[src/rtl/inst_fetch_if.sv]
// Fetch-unit bus bundle: byte-wide memory read port plus the decode-stage issue port.
// The master modport is the fetch unit; the slave modport is memory plus decode.
interface inst_fetch_if;
    logic [15:0] mem_addr;
    logic        mem_rd;
    logic        mem_rdy;
    logic [7:0]  mem_data;
    logic        stall;
    logic        pc_load;
    logic [15:0] pc_target;
    logic [15:0] inst;
    logic [7:0]  data;
    logic        en;
    logic [15:0] pc;

    modport master (
        output mem_addr, mem_rd, inst, data, en, pc,
        input  mem_rdy, mem_data, stall, pc_load, pc_target
    );

    modport slave (
        input  mem_addr, mem_rd, inst, data, en, pc,
        output mem_rdy, mem_data, stall, pc_load, pc_target
    );
endinterface

[src/rtl/inst_fetch.sv]
// Byte-serial instruction fetch: assembles a 16-bit word plus an optional operand byte
// and holds it for the decode stage until it is accepted.
//   state      | meaning
//   FETCH_HI   | read opcode high byte
//   FETCH_LO   | read opcode low byte, decide if an operand byte follows
//   FETCH_DATA | read trailing operand byte
//   ISSUE      | present inst/data to decode, wait for stall to drop
module inst_fetch (
    input  logic         clk,
    input  logic         rst_n,
    inst_fetch_if.master bus
);

    typedef enum logic [1:0] {
        FETCH_HI   = 2'd0,
        FETCH_LO   = 2'd1,
        FETCH_DATA = 2'd2,
        ISSUE      = 2'd3
    } state_e;

    state_e      state_q, state_d;
    logic [15:0] pc_q, pc_d;
    logic [15:0] inst_q, inst_d;
    logic [7:0]  data_q, data_d;
    logic        has_operand;

    // One-arg instruction whose operand comes from the data stream.
    assign has_operand = (inst_q[15:14] == 2'b10) && (inst_q[10:9] == 2'b01);

    always_comb begin
        state_d = state_q;
        pc_d    = pc_q;
        inst_d  = inst_q;
        data_d  = data_q;
        case (state_q)
            FETCH_HI: begin
                if (bus.mem_rdy) begin
                    inst_d[15:8] = bus.mem_data;
                    data_d       = 8'h00;
                    pc_d         = pc_q + 16'd1;
                    state_d      = FETCH_LO;
                end
            end
            FETCH_LO: begin
                if (bus.mem_rdy) begin
                    inst_d[7:0] = bus.mem_data;
                    pc_d        = pc_q + 16'd1;
                    state_d     = has_operand ? FETCH_DATA : ISSUE;
                end
            end
            FETCH_DATA: begin
                if (bus.mem_rdy) begin
                    data_d  = bus.mem_data;
                    pc_d    = pc_q + 16'd1;
                    state_d = ISSUE;
                end
            end
            ISSUE: begin
                if (!bus.stall) begin
                    state_d = FETCH_HI;
                    if (bus.pc_load) begin
                        pc_d = bus.pc_target;
                    end
                end
            end
            default: state_d = FETCH_HI;
        endcase
    end

    always_ff @(posedge clk) begin
        if (!rst_n) begin
            state_q <= FETCH_HI;
            pc_q    <= 16'h0000;
            inst_q  <= 16'h0000;
            data_q  <= 8'h00;
        end else begin
            state_q <= state_d;
            pc_q    <= pc_d;
            inst_q  <= inst_d;
            data_q  <= data_d;
        end
    end

    assign bus.mem_addr = pc_q;
    assign bus.pc       = pc_q;
    assign bus.mem_rd   = (state_q != ISSUE);
    assign bus.en       = (state_q == ISSUE);
    assign bus.inst     = inst_q;
    assign bus.data     = data_q;

endmodule

[src/flat_wrapper.sv]
// flat-port wrapper written by rule: the top's interface ports become plain ports
module inst_fetch_flat 
  (clk, rst_n, bus_mem_addr, bus_mem_rd, bus_inst, bus_data, bus_en, bus_pc, bus_mem_rdy, bus_mem_data, bus_stall, bus_pc_load, bus_pc_target);
  inst_fetch_if bus_i ();
  input  logic clk;
  input  logic rst_n;
  output wire logic [$bits(bus_i.mem_addr)-1:0] bus_mem_addr;
  output wire logic [$bits(bus_i.mem_rd)-1:0] bus_mem_rd;
  output wire logic [$bits(bus_i.inst)-1:0] bus_inst;
  output wire logic [$bits(bus_i.data)-1:0] bus_data;
  output wire logic [$bits(bus_i.en)-1:0] bus_en;
  output wire logic [$bits(bus_i.pc)-1:0] bus_pc;
  input wire logic [$bits(bus_i.mem_rdy)-1:0] bus_mem_rdy;
  input wire logic [$bits(bus_i.mem_data)-1:0] bus_mem_data;
  input wire logic [$bits(bus_i.stall)-1:0] bus_stall;
  input wire logic [$bits(bus_i.pc_load)-1:0] bus_pc_load;
  input wire logic [$bits(bus_i.pc_target)-1:0] bus_pc_target;
  assign bus_mem_addr = bus_i.mem_addr;
  assign bus_mem_rd = bus_i.mem_rd;
  assign bus_inst = bus_i.inst;
  assign bus_data = bus_i.data;
  assign bus_en = bus_i.en;
  assign bus_pc = bus_i.pc;
  assign bus_i.mem_rdy = bus_mem_rdy;
  assign bus_i.mem_data = bus_mem_data;
  assign bus_i.stall = bus_stall;
  assign bus_i.pc_load = bus_pc_load;
  assign bus_i.pc_target = bus_pc_target;
  inst_fetch u_core (.clk(clk), .rst_n(rst_n), .bus(bus_i));
endmodule
[config.mk]
export PLATFORM = sky130hd
export DESIGN_NAME = inst_fetch_flat
export DESIGN_NICKNAME = d
export VERILOG_FILES = /design/src/rtl/inst_fetch_if.sv /design/src/rtl/inst_fetch.sv /design/src/flat_wrapper.sv
export SDC_FILE = /design/constraint.sdc
export NUM_CORES = 1
export LEC_CHECK = 0
export BUFFER_PORTS_ARGS = -buffer_cell sky130_fd_sc_hd__buf_2
export CAP_MARGIN = 20
export CORE_ASPECT_RATIO = 0.6
export CORE_UTILIZATION = 45
export DETAILED_ROUTE_END_ITERATION = 10
export GPL_TIMING_DRIVEN = 0
export PLACE_DENSITY = 0.75
export SYNTH_ARGS = -nofsm -noshare
export SYNTH_HDL_FRONTEND = slang
export SYNTH_SLANG_ARGS = --single-unit
[constraint.sdc]
create_clock -name clk -period 2 [get_ports clk]
set_clock_uncertainty 0.15 [all_clocks]
set_input_delay 0 -clock clk [delete_from_list [all_inputs] [get_ports clk]]
set_output_delay 0 -clock clk [all_outputs]
set_load 0.005 [all_outputs]
### Yosys cells after proc, flatten, opt, wreduce, memory -nomap -nowiden

Index checks and enable logic that the tools add are counted.
W data, S select, Z words.

| cells by class | value |
|---|---|
| $add $sub $neg | 1 |
| reduce and logical (&&, ||, !) cells | 9 |
| mux-type cells | 13 |
| equality and inequality tests | 12 |

Operators by type and width:

| kind | number |
|---|---|
| $mux W16 | 3 |
| $pmux W16 S2 | 1 |
| $add A16 B1 Y16 const B | 1 |
| $mux W8 | 2 |
| $pmux W8 S2 | 1 |
| $ne A2 B2 Y1 const B | 5 |
| $mux W2 | 4 |
| $pmux W2 S4 | 1 |
| $eq A2 B2 Y1 const B | 3 |
| $reduce_and A3 Y1 | 2 |
| $eq A2 B1 Y1 const B | 2 |
| $ne A2 B1 Y1 const B | 2 |
| $reduce_and A2 Y1 | 2 |
| $reduce_and A4 Y1 | 1 |
| $reduce_or A3 Y1 | 1 |
| $logic_not A2 Y1 | 1 |
| $reduce_bool A2 Y1 | 1 |
| $logic_and A1 B1 Y1 | 1 |
| $mux W1 | 1 |

| word-level totals | value |
|---|---|
| input bits | 29 |
| register bits | 42 |
| output and inout port bits | 58 |

### Depth between registers and ports, before layout

Gate-level depths: netlist of the first run.

| depth | value |
|---|---|
| depth in word-level cells | 5 |
| depth in mapped cells | 8 |

### Least setup slack after synthesis of the first run

OpenSTA, ideal clock, no wires.

| path | value |
|---|---|
| kind | reg2reg |
| start point | register u_core.state_q[0] |
| end point | register u_core.pc_q[7], in the netlist u_core.bus.mem_addr[7] |
| data required time | 1.780 ns |
| buffers on the path | 2 |
| arrival | 1.609 ns |
| setup time | 0.070 ns |
| stages on the path, launching flop included | 8 |
| clock period less this slack | 1.829 ns |
| setup slack | 0.171 ns |
| path through | dfxtp_1 ha_1 clkbuf_1 nor2b_1 clkbuf_1 nor2_1 or3_1 a21oi_1 |

| on the way | value |
|---|---|
| elaborated cells on any way between the ends | 10 |
| those cells by class | eq/ne (6); mux (1); reduce/logical (3) |

RTL lines:

| element | RTL line | source |
|---|---|---|
| start, declared | inst_fetch.sv:21 | `state_e state_q, state_d;` |
| start signal, assigned | inst_fetch.sv:77 | `state_q <= state_d;` |
| $eq A2 B2 Y1 (*) | - |  |
| net bus_en | flat_wrapper.sv:11 | `output wire logic [$bits(bus_i.en)-1:0] bus_en;` |
| $ne A2 B1 Y1 (no source line) / $ne A2 B2 Y1 (equally long branches) | - |  |
| $reduce_and A3 Y1 (no source line) | - |  |
| end signal, assigned | inst_fetch.sv:78 | `pc_q <= pc_d;` |
| end, declared | inst_fetch.sv:22 | `logic [15:0] pc_q, pc_d;` |

The timed path passes the listed nets; every way through them passes the cells marked *.
A chain may end at the register's enable or synchronous reset.

### Worst setup path after layout of the first run

| path | value |
|---|---|
| start point | register u_core.pc_q[2], in the netlist u_core.bus.mem_addr[2] |
| end point | register u_core.pc_q[15], in the netlist u_core.bus.mem_addr[15] |

| on the way | value |
|---|---|
| cells in the longest elaborated chain, start to end | 3 |

RTL lines:

| element | RTL line | source |
|---|---|---|
| $add A16 B1 Y16 | inst_fetch.sv:40, inst_fetch.sv:47, inst_fetch.sv:54 |  |
| $mux W16 | inst_fetch.sv:37, inst_fetch.sv:45, inst_fetch.sv:52 |  |
| $pmux W16 S2 | inst_fetch.sv:35 | `case (state_q)` |

No other way between the ends. The select of a mux whose other input is x is not followed.

==> results.tsv, run 1 <==
stage	metric	value	unit
die	fp-row-count	19	
setup_path	reg2reg_from	u_core.bus.mem_addr[2]	
power_and_ir_drop	seq_power_share	43.5	%
setup_path	rrSetupSlack	0.1	ns
sta	fin_crit	1.90	ns
setup_path	cp_slowest_cell	dfxtp_1	
sta	finalCritPeriodShare	95.0	%
power_and_ir_drop	p_int	1.52	mW
cts	cts_root_buf	clkbuf_8	
die	initial_utilization	47.3	%
finish	n_antenna_cell	0	
die	die_area	5140	um^2
finish	fin_nets	421	
cts	cts_tree	done	
setup_path	rr_worst_depth	5	
setup_path	path_class	flop to flop	
cts	htree_levels	2	
global_routing	grt_pass1_wl	11300	um
synth	synth.distinct_cells	47	
cts	clk_latency	0.29	ns
die	core-area	4610	um^2
sta	drv_slew	0	
power_and_ir_drop	swShare	36.6	%
synth	synth_nets	305	
die	die_x	91.9	um
synth	ys_ff_latch	42	
setup_path	crit_fanout	9	
power_and_ir_drop	clkPwrFrac	22.1	%
drt	drc	0	
global_routing	grtUsageTotal	28.1	%
drt	drtIter0Drc	216	
power_and_ir_drop	power.density	789	nW/um^2
drt	drtAntennaViolNets	0	
power_and_ir_drop	combPwrFrac	34.4	%
synth	syn-cell-area	2180	um^2
drt	vias	2548	
synth	yosys_warnings	0	
finish	final_cell_mix	buf_2, dfxtp_1, nand2_1	
worst_hold_path	hold_path_class	input pin to flop	
setup_path	slowest_delay	0.51	ns
job	cap_violations	0	
die	io_pins	87	
synth	syn_inst	271	
setup_path	critPathLaunch	u_core.bus.mem_addr[2]	
sta	rsz0062_at_grt	false	
finish	drive_gt1_share	32.0	%
drt	routed_via_density	5.66	
synth	syn_avg_cell_area	8.05	um^2
place	globalplace.congestion	0.913	
sta	tightest_slew	0.611	ns
setup_path	r2r-end	u_core.bus.mem_addr[15]	
cts	clkTransAtPathRegs	0.08	ns
setup_path	crit_arrival	1.97	ns
cts	postCtsSetupBuffers	0	
sta	whs	0.0579	ns
sta	setup_violations	0	
sta	fmax	526	MHz
global_routing	grt_max_degree	20	
setup_path	critPathCapture	u_core.bus.mem_addr[15]	
power_and_ir_drop	switchingPower	0.876	mW
setup_path	crit_path_end_kind	flop	
global_routing	antenna_found_initial	0	
power_and_ir_drop	vdd.ir_drop.worst	537	uV
finish	final_core_util	65.9	%
finish	syn2layout_area_growth	39.3	%
sta	hold_viol_final	0	
place	hpwl	4910	um
drt	wire_per_inst	15.7	um
global_routing	grt_pass1_vias	2282	
die	die_height	55.9	um
finish	final_common_cell	buf_2	
synth	seq_area_frac_synth	38.6	%
cts	clk_path_buf_depth	2	
status	outcome	complete, no violations	
place	port_buffers	86	
sta	relSlewSlack	59.0	%
cts	clkSinkCount	42	
drt	wl	7050	um
cts	cts_buffers	5	
setup_path	crit_chain	and4_1 -> buf_6 -> nand3_4 -> or4_1 -> a31oi_1	
power_and_ir_drop	leakagePower	1.35	nW
drt	first_pass_iters	5	
setup_path	setup.worst_path.start_class	flop	
power_and_ir_drop	total_power	2.40	mW
setup_path	required	2.07	ns
global_routing	overflow	0	
## worst max-delay path: cells and delay by family (launching register included)
family | cells | cell delay [ns]
simple gates | 3 | 0.85
compound gates | 1 | 0.17
buf+inv | 1 | 0.14
flops | 1 | 0.51
## how the worst min path moves through the flow
| stage | endpoint | start | depth (start not counted) | slack [ns] |
|---|---|---|---|---|
| finish | u_core.state_q[1] | bus_stall | 5 | 0.06 |
| global route | u_core.state_q[1] | bus_stall | 5 | 0.10 |
| CTS | u_core.state_q[1] | bus_stall | 5 | 0.05 |
| detailed placement | u_core.bus.mem_addr[5] | bus_pc_target[5] | 3 | 0.12 |
| global placement | u_core.bus.mem_addr[15] | bus_pc_target[15] | 3 | 0.12 |
| floorplan | u_core.bus.inst[0] | bus_mem_data[0] | 2 | -0.003 |
## final cells by class
class	instances	area (um^2)
plain buffers	31	196
clock buffers	5	68.8
well taps	63	78.8
multi-input cells	191	1140
flip-flops and latches	42	843
repair buffers	111	681
fillers	419	1570
clock inverters	2	10.0
inverters	5	18.8
## power by group through the flow
stage / Sequential, mW / Combinational, mW / Clock (mW)
finish: 1.04 / 0.824 / 0.529
global route: 1.06 / 0.908 / 0.568
CTS: 1.03 / 0.800 / 0.529
detailed placement: 1.05 / 0.758 / 0
global placement: 1.04 / 0.741 / 0
floorplan: 1.04 / 0.484 / 0
## synthesized netlist by cell type (all sizes together)
| cell | number | area (um^2) |
|---|---|---|
| a211oi | 1 | 7.51 |
| a21oi | 29 | 145 |
| a221o | 1 | 10.0 |
| a22o | 1 | 8.76 |
| a22oi | 8 | 60.1 |
| a2bb2oi | 1 | 8.76 |
| a311oi | 2 | 17.5 |
| a31o | 1 | 8.76 |
| a31oi | 4 | 25.0 |
| a32oi | 1 | 8.76 |
| a41o | 1 | 10.0 |
| and2 | 1 | 6.26 |
| and3 | 7 | 45.1 |
| and3b | 1 | 8.76 |
| and4 | 3 | 27.5 |
| buf | 23 | 164 |
| clkbuf | 10 | 37.5 |
| clkinv | 1 | 3.75 |
| dfxtp | 42 | 841 |
| ha | 5 | 62.6 |
| inv | 4 | 15.0 |
| mux2i | 4 | 40.0 |
| nand2 | 32 | 120 |
| nand2b | 3 | 18.8 |
| nand3 | 25 | 138 |
| nand3b | 1 | 7.51 |
| nand4 | 6 | 37.5 |
| nand4b | 1 | 8.76 |
| nor2 | 16 | 60.1 |
| nor2b | 2 | 12.5 |
| nor3 | 4 | 20.0 |
| nor3b | 1 | 7.51 |
| nor4 | 3 | 18.8 |
| o211ai | 5 | 37.5 |
| o21ai | 9 | 45.0 |
| o22ai | 1 | 6.26 |
| o31a | 2 | 17.5 |
| o31ai | 4 | 30.0 |
| or3 | 3 | 18.8 |
| or4 | 2 | 15.0 |
## state kept, by name, summed over array words and instances, names as in the netlist
| register | count |
|---|---|
| u_core.state_q | 2 |
| u_core.bus.inst | 16 |
| u_core.bus.data | 8 |
| u_core.bus.mem_addr | 16 |
## repair_timing
item	CTS	global route
hold buffers	25	0
pin swaps	0	0
gates resized for setup	2	6
hold endpoints to repair	40	0
endpoints found under the setup margin	14	15
gates cloned	0	0
## metrics by stage
step	std cells	setup WS, ns	instance area, um^2	TNS (ns)
2_1_floorplan	271	0.171	2180	0
3_3_place_gp	420	-0.112	2690	-0.164
3_5_place_dp	420	-0.124	2690	-0.495
4_1_cts	450	0.0161	3010	0
5_1_grt	450	0.00428	3040	0
6_report	450	0.0997	3040	0
## per-layer routing
layer  share of wire (%)  track usage (%)  vias to the layer above
met2                  42             39.8                      139
met1                  46             41.7                     1184
li1                    -                -                     1205
met4                 1.6             8.26                        0
met5                   0                0                        -
met3                  10             7.38                       20
## cell families (layout without fill, tap and decap cells)
family | after synthesis | count (layout) | synth area share [%]
simple gates | 111 | 111 | 26.2
compound gates | 71 | 71 | 20.5
flops | 42 | 42 | 38.6
buf+inv | 38 | 154 | 10.1
fa+ha+maj | 5 | 5 | 2.87
mux | 4 | 4 | 1.84
Power figures use the tool's default switching activity.
==> run 2, diff against run 1 <==
--- a/config.mk
+++ b/config.mk
@@ -5,13 +5,14 @@
 export SDC_FILE = /design/constraint.sdc
 export NUM_CORES = 1
 export LEC_CHECK = 0
+export ABC_AREA = 1
 export BUFFER_PORTS_ARGS = -buffer_cell sky130_fd_sc_hd__buf_2
 export CAP_MARGIN = 20
 export CORE_ASPECT_RATIO = 0.6
 export CORE_UTILIZATION = 45
 export DETAILED_ROUTE_END_ITERATION = 10
 export GPL_TIMING_DRIVEN = 0
-export PLACE_DENSITY = 0.75
+export PLACE_DENSITY = 0.74
 export SYNTH_ARGS = -nofsm -noshare
 export SYNTH_HDL_FRONTEND = slang
 export SYNTH_SLANG_ARGS = --single-unit
==> run 2 against run 1 <==
Compared with the run above:
- the run now ends with negative hold slack left
- power rose by 17%
- critical path type unchanged
- clock-buffer cell count grew 1
- first-iteration DRC count increased by 2.8%
- sequential power grew 9.6%
- die area is 3.7% higher
- core utilization up 0.96 points
- register-to-register slack worse by 0.02 ns
- sequential share of layout area down 1.0 points
- flip-flop and latch count stayed put
- combinational power is 18% higher
==> results.tsv, run 2 <==
stage	metric	value	unit
power_and_ir_drop	leakagePower	1.56	nW
place	port_buffers	86	
job	cap_violations	0	
synth	seq_area_frac_synth	37.1	%
sta	finalCritPeriodShare	95.9	%
drt	vias	2591	
drt	wire_per_inst	13.0	um
power_and_ir_drop	combPwrFrac	34.8	%
synth	yosys_warnings	0	
global_routing	overflow	0	
die	die_area	5330	um^2
synth	syn_inst	333	
setup_path	r2r-end	u_core.bus.mem_addr[10]	
power_and_ir_drop	swShare	35.2	%
synth	synth.distinct_cells	27	
synth	async_reset_ff_share	0	%
setup_path	required	2.05	ns
power_and_ir_drop	clkPwrFrac	24.4	%
global_routing	grtUsageTotal	26.4	%
sta	relSlewSlack	61.9	%
finish	final_common_cell	buf_2	
synth	syn-cell-area	2260	um^2
cts	cts_tree	done	
finish	final_cell_mix	buf_2, nand2_1, dfxtp_1	
power_and_ir_drop	power.density	891	nW/um^2
global_routing	antenna_found_initial	0	
synth	syn_avg_cell_area	6.80	um^2
synth	ys_top_cells_by_area	dfxtp_1, nand2_1, a21oi_1	
power_and_ir_drop	seq_power_share	40.8	%
cts	clkTransAtPathRegs	0.09	ns
drt	first_pass_iters	6	
synth	ys_ff_latch	42	
sta	fin_ws	0.0830	ns
setup_path	setup.worst_path.start_class	flop	
drt	drtAntennaViolNets	0	
die	core-area	4710	um^2
global_routing	grt_pass1_vias	2249	
sta	fmax	522	MHz
cts	clk_path_buf_depth	2	
power_and_ir_drop	switchingPower	0.986	mW
drt	routed_via_density	5.02	
sta	drv_slew	0	
finish	syn2layout_area_growth	39.0	%
finish	n_antenna_cell	0	
sta	tightest_slew	0.571	ns
die	die_x	93.6	um
sta	rsz0062_at_grt	false	
finish	drive_gt1_share	28.3	%
synth	synth.most_common_cell	nand2_1	
die	die_height	56.9	um
finish	seqCellArea	841	um^2
sta	setup_violations	0	
place	hpwl	4810	um
cts	cts_root_buf	clkbuf_8	
cts	clkSinkCount	42	
global_routing	grt_max_degree	14	
place	globalplace.congestion	0.868	
setup_path	crit_path_end_kind	flop	
status	outcome	complete, but fails checks	
synth	synth_commonest_cells	nand2_1, dfxtp_1, a21oi_1	
sta	whs	-0.0000814	ns
setup_path	rr_worst_depth	8	
finish	fillers	425	
setup_path	path_class	flop to flop	
power_and_ir_drop	p_int	1.82	mW
setup_path	reg2reg_from	u_core.state_q[0]	
global_routing	grt_pass1_wl	10900	um
setup_path	crit_arrival	1.97	ns
place	pre_cts_slack	0.132	ns
power_and_ir_drop	vdd.ir_drop.worst	672	uV
sta	fin_crit	1.92	ns
setup_path	critPathCapture	u_core.bus.mem_addr[10]	
synth	synth_nets	367	
synth	netlist.area_leader.share	37.1	%
setup_path	rrSetupSlack	0.08	ns
cts	htree_levels	2	
synth	synth_top_cell_by_area	dfxtp_1	
drt	drc	0	
sta	hold_viol_final	1	
worst_hold_path	hold_path_class	input pin to flop	
die	initial_utilization	48.1	%
cts	postCtsSetupBuffers	0	
synth	ys.flop_type	dfxtp_1	
finish	multi_input_area	1110	um^2
setup_path	critPathLaunch	u_core.state_q[0]	
setup_path	crit_fanout	10	
synth	synth-edff-count	0	
die	io_pins	87	
finish	fin_nets	486	
drt	wl	6710	um
die	fp-row-count	19	
drt	drtIter0Drc	222	
cts	clk_latency	0.30	ns
cts	cts_buffers	5	
sta	finalSetupTns	0	ns
status	failed_checks	negative hold slack	
## run 2: through the flow
stage                     area, um^2  hold slack (ns)  instances  power, mW  utilization, %
after floorplan                 2260         -0.00827        333       1.70               -
after global placement          2770            0.123        482       2.05            58.9
after detailed placement        2770            0.127        482       2.08            58.9
after CTS                       3140           0.0433        516       2.79            66.8
after global routing            3150           0.0244        516       2.99            66.8
final                           3150       -0.0000814        516       2.80            66.8
## run 2: kinds of logic after synthesis
logic type                 count (synthesis)  synth area share (%)
AOI/OAI and AO/OA                         84                  20.3
adders and majority gates                  5                  2.76
and+or+nand+nor                          141                  25.8
DFF                                       42                  37.1
buffers and inverters                     61                  14.0
## run 2: metal layers
metal	vias up	part of all wire (%)	track usage (%)
met3	7	7.3	4.27
met1	1159	49	39.8
met4	0	0.91	7.91
met2	106	43	39.0
li1	1319	-	-
met5	-	0	0
## run 2: power groups by stage
stage	combinational (mW)	clock [mW]	sequential, mW
floorplan	0.553	0	1.15
global placement	0.898	0	1.15
detailed placement	0.921	0	1.15
CTS	0.961	0.688	1.14
global route	1.09	0.729	1.17
finish	0.975	0.684	1.14
## run 2: how the worst min path moves through the flow
stage                                  end  cells after the start  slack (ns)              from
floorplan           u_core.bus.mem_addr[1]                      2      -0.008             rst_n
finish                  u_core.bus.data[7]                      4    -0.00008       bus_mem_rdy
global route            u_core.bus.data[1]                      4        0.02       bus_mem_rdy
global placement        u_core.bus.inst[8]                      3        0.12   bus_mem_data[0]
detailed placement  u_core.bus.mem_addr[1]                      3        0.13  bus_pc_target[1]
CTS                     u_core.bus.data[5]                      4        0.04       bus_mem_rdy
## run 2: area by class of cell
| class | instances | share of cell area [%] |
|---|---|---|
| clock inverter | 2 | 1.19 |
| tap | 63 | 2.51 |
| timing repair buffer | 112 | 22.0 |
| buffer | 30 | 6.36 |
| sequential | 42 | 26.7 |
| clock buffer | 6 | 2.31 |
| multi-input combinational | 230 | 35.2 |
| inverter | 31 | 3.70 |
## run 2: critical path: stages, from the launching register on
cell and delay, ns:
dfxtp_1 0.42, ha_1 0.31, inv_2 0.08, buf_6 0.15, a21oi_4 0.23, buf_4 0.22
nand2_1 0.07, a21oi_1 0.12, nor2_1 0.06
## run 2: what timing repair did
| action | 4_1_cts | 5_1_grt |
|---|---|---|
| endpoints found under the hold margin | 42 | 0 |
| hold buffers | 26 | 0 |
| endpoints found under the setup margin | 0 | 2 |
| gates resized for setup | 0 | 1 |
==> run 3, diff against run 2 <==
--- a/config.mk
+++ b/config.mk
@@ -13,6 +13,7 @@
 export DETAILED_ROUTE_END_ITERATION = 10
 export GPL_TIMING_DRIVEN = 0
 export PLACE_DENSITY = 0.74
+export RECOVER_POWER = 50
 export SYNTH_ARGS = -nofsm -noshare
 export SYNTH_HDL_FRONTEND = slang
 export SYNTH_SLANG_ARGS = --single-unit
==> run 3 against run 2 <==
Compared with the run above:
- the run now ends clean
- via count rose by 0.81%
- worst setup slack worse by 0.014 ns
- flip-flop and latch count unchanged
- wire length fell by 0.25%
- combinational power shrank 2%
- die area is the same
- power shrank 0.52%
- clock-buffer cell count did not move
- hold slack improved by 0.0013 ns
- design area fell by 0.60%
- critical endpoint unchanged
- largest power group unchanged
==> results.tsv, run 3 (synthesis gave the netlist of run 2 again) <==
stage	metric	value	unit
sta	tightest_slew	0.565	ns
drt	drtIter0Drc	213	
global_routing	grt_pass1_wl	10900	um
setup_path	path_class	flop to flop	
global_routing	antenna_found_initial	0	
sta	fin_crit	1.93	ns
drt	vias	2612	
finish	final_cell_mix	buf_2, nand2_1, dfxtp_1	
global_routing	grt_max_degree	14	
drt	first_pass_iters	5	
place	hpwl	4810	um
die	initial_utilization	48.1	%
power_and_ir_drop	power.density	892	nW/um^2
sta	finalCritPeriodShare	96.6	%
sta	relSlewSlack	62.4	%
die	die_area	5330	um^2
finish	fillers	433	
sta	finalSetupTns	0	ns
cts	clk_path_buf_depth	2	
place	pre_cts_slack	0.132	ns
sta	drv_slew	0	
drt	wl	6700	um
global_routing	overflow	0	
worst_hold_path	hold_path_class	input pin to flop	
sta	fmax	518	MHz
finish	final_common_cell	buf_2	
finish	multi_input_area	1110	um^2
finish	seqCellArea	841	um^2
finish	fin_nets	486	
cts	htree_levels	2	
status	outcome	complete, no violations	
sta	rsz0062_at_grt	false	
cts	clk_latency	0.30	ns
die	die_height	56.9	um
sta	setup_violations	0	
power_and_ir_drop	leakagePower	1.49	nW
place	port_buffers	86	
setup_path	setup.worst_path.start_class	flop	
cts	cts_tree	done	
die	core-area	4710	um^2
drt	drtAntennaViolNets	0	
cts	clkSinkCount	42	
setup_path	crit_path_end_kind	flop	
job	cap_violations	0	
drt	routed_via_density	5.06	
setup_path	crit_arrival	1.98	ns
setup_path	crit_fanout	10	
finish	n_antenna_cell	0	
die	fp-row-count	19	
power_and_ir_drop	vdd.ir_drop.worst	672	uV
place	globalplace.congestion	0.868	
global_routing	grt_pass1_vias	2249	
setup_path	required	2.05	ns
die	io_pins	87	
cts	postCtsSetupBuffers	0	
sta	fin_ws	0.0689	ns
die	die_x	93.6	um
drt	wire_per_inst	13.0	um
global_routing	grtUsageTotal	26.4	%
cts	cts_root_buf	clkbuf_8	
cts	cts_buffers	5	
finish	drive_gt1_share	24.9	%
cts	clkTransAtPathRegs	0.08	ns
sta	hold_viol_final	0	
finish	syn2layout_area_growth	38.1	%
drt	drc	0	
## run 3: cell types whose count changed in the layout (fill, tap and decap cells not counted)
cell and change:
buf_2 -15, buf_4 -9, buf_1 +2, clkbuf_1 +13, clkbuf_4 +9
## run 3: critical path, cell delays in order, from the launching register on
cell	delay, ns
dfxtp_1	0.42
ha_1	0.32
inv_2	0.08
buf_6	0.15
a21oi_4	0.23
buf_4	0.22
nand2_1	0.07
a21oi_1	0.12
nor2_1	0.06
## run 3: worst paths after layout
path,startpoint,end,slack [ns],depth (start not counted)
setup / recovery,u_core.state_q[0],u_core.bus.mem_addr[10],0.07,8
hold / removal,bus_mem_rdy,u_core.bus.data[7],0.001,4
setup reg to reg,u_core.state_q[0],u_core.bus.mem_addr[10],0.07,8
hold reg to reg,u_core.bus.data[2],u_core.bus.data[2],0.33,2
## run 3: where the power goes
| group | leakage (nW) | internal [mW] | switching, mW |
|---|---|---|---|
| clock network | 0.0514 | 0.373 | 0.311 |
| registers | 0.343 | 1.00 | 0.146 |
| logic | 1.10 | 0.430 | 0.529 |
| total | 1.49 | 1.80 | 0.985 |
## run 3: final cells by class
class / count / area share, %
clock buffers: 6 / 2.32
clock inverters: 2 / 1.20
multi-input cells: 230 / 35.5
inverters: 31 / 3.72
plain buffers: 30 / 6.40
well taps: 63 / 2.52
flip-flops and latches: 42 / 26.9
repair buffers: 112 / 21.5
## run 3: routing by layer
| layer | part of all wire [%] | GRT usage (%) | wire (um) | vias to the layer above |
|---|---|---|---|---|
| met5 | 0 | 0 | 0 | - |
| met1 | 49 | 39.8 | 3290 | 1172 |
| li1 | - | - | - | 1316 |
| met3 | 7.1 | 4.27 | 477 | 7 |
| met2 | 43 | 39.0 | 2850 | 117 |
| met4 | 1.1 | 7.91 | 76 | 0 |
## run 3: repair_timing
| action | 4_1_cts | 5_1_grt |
|---|---|---|
| endpoints found under the setup margin | 0 | 2 |
| hold endpoints to repair | 42 | 0 |
| hold buffers | 26 | 0 |
| gates resized for setup | 0 | 1 |
## run 3: metrics by stage
stage / instance area, um^2 / cells / utilization [%] / power, mW / hold WS [ns]
2_1_floorplan: 2260 / 333 / - / 1.70 / -0.00827
3_3_place_gp: 2770 / 482 / 58.9 / 2.05 / 0.123
3_5_place_dp: 2770 / 482 / 58.9 / 2.08 / 0.127
4_1_cts: 3140 / 516 / 66.8 / 2.79 / 0.0433
5_1_grt: 3130 / 516 / 66.4 / 2.97 / 0.0244
6_report: 3130 / 516 / 66.4 / 2.79 / 0.00124
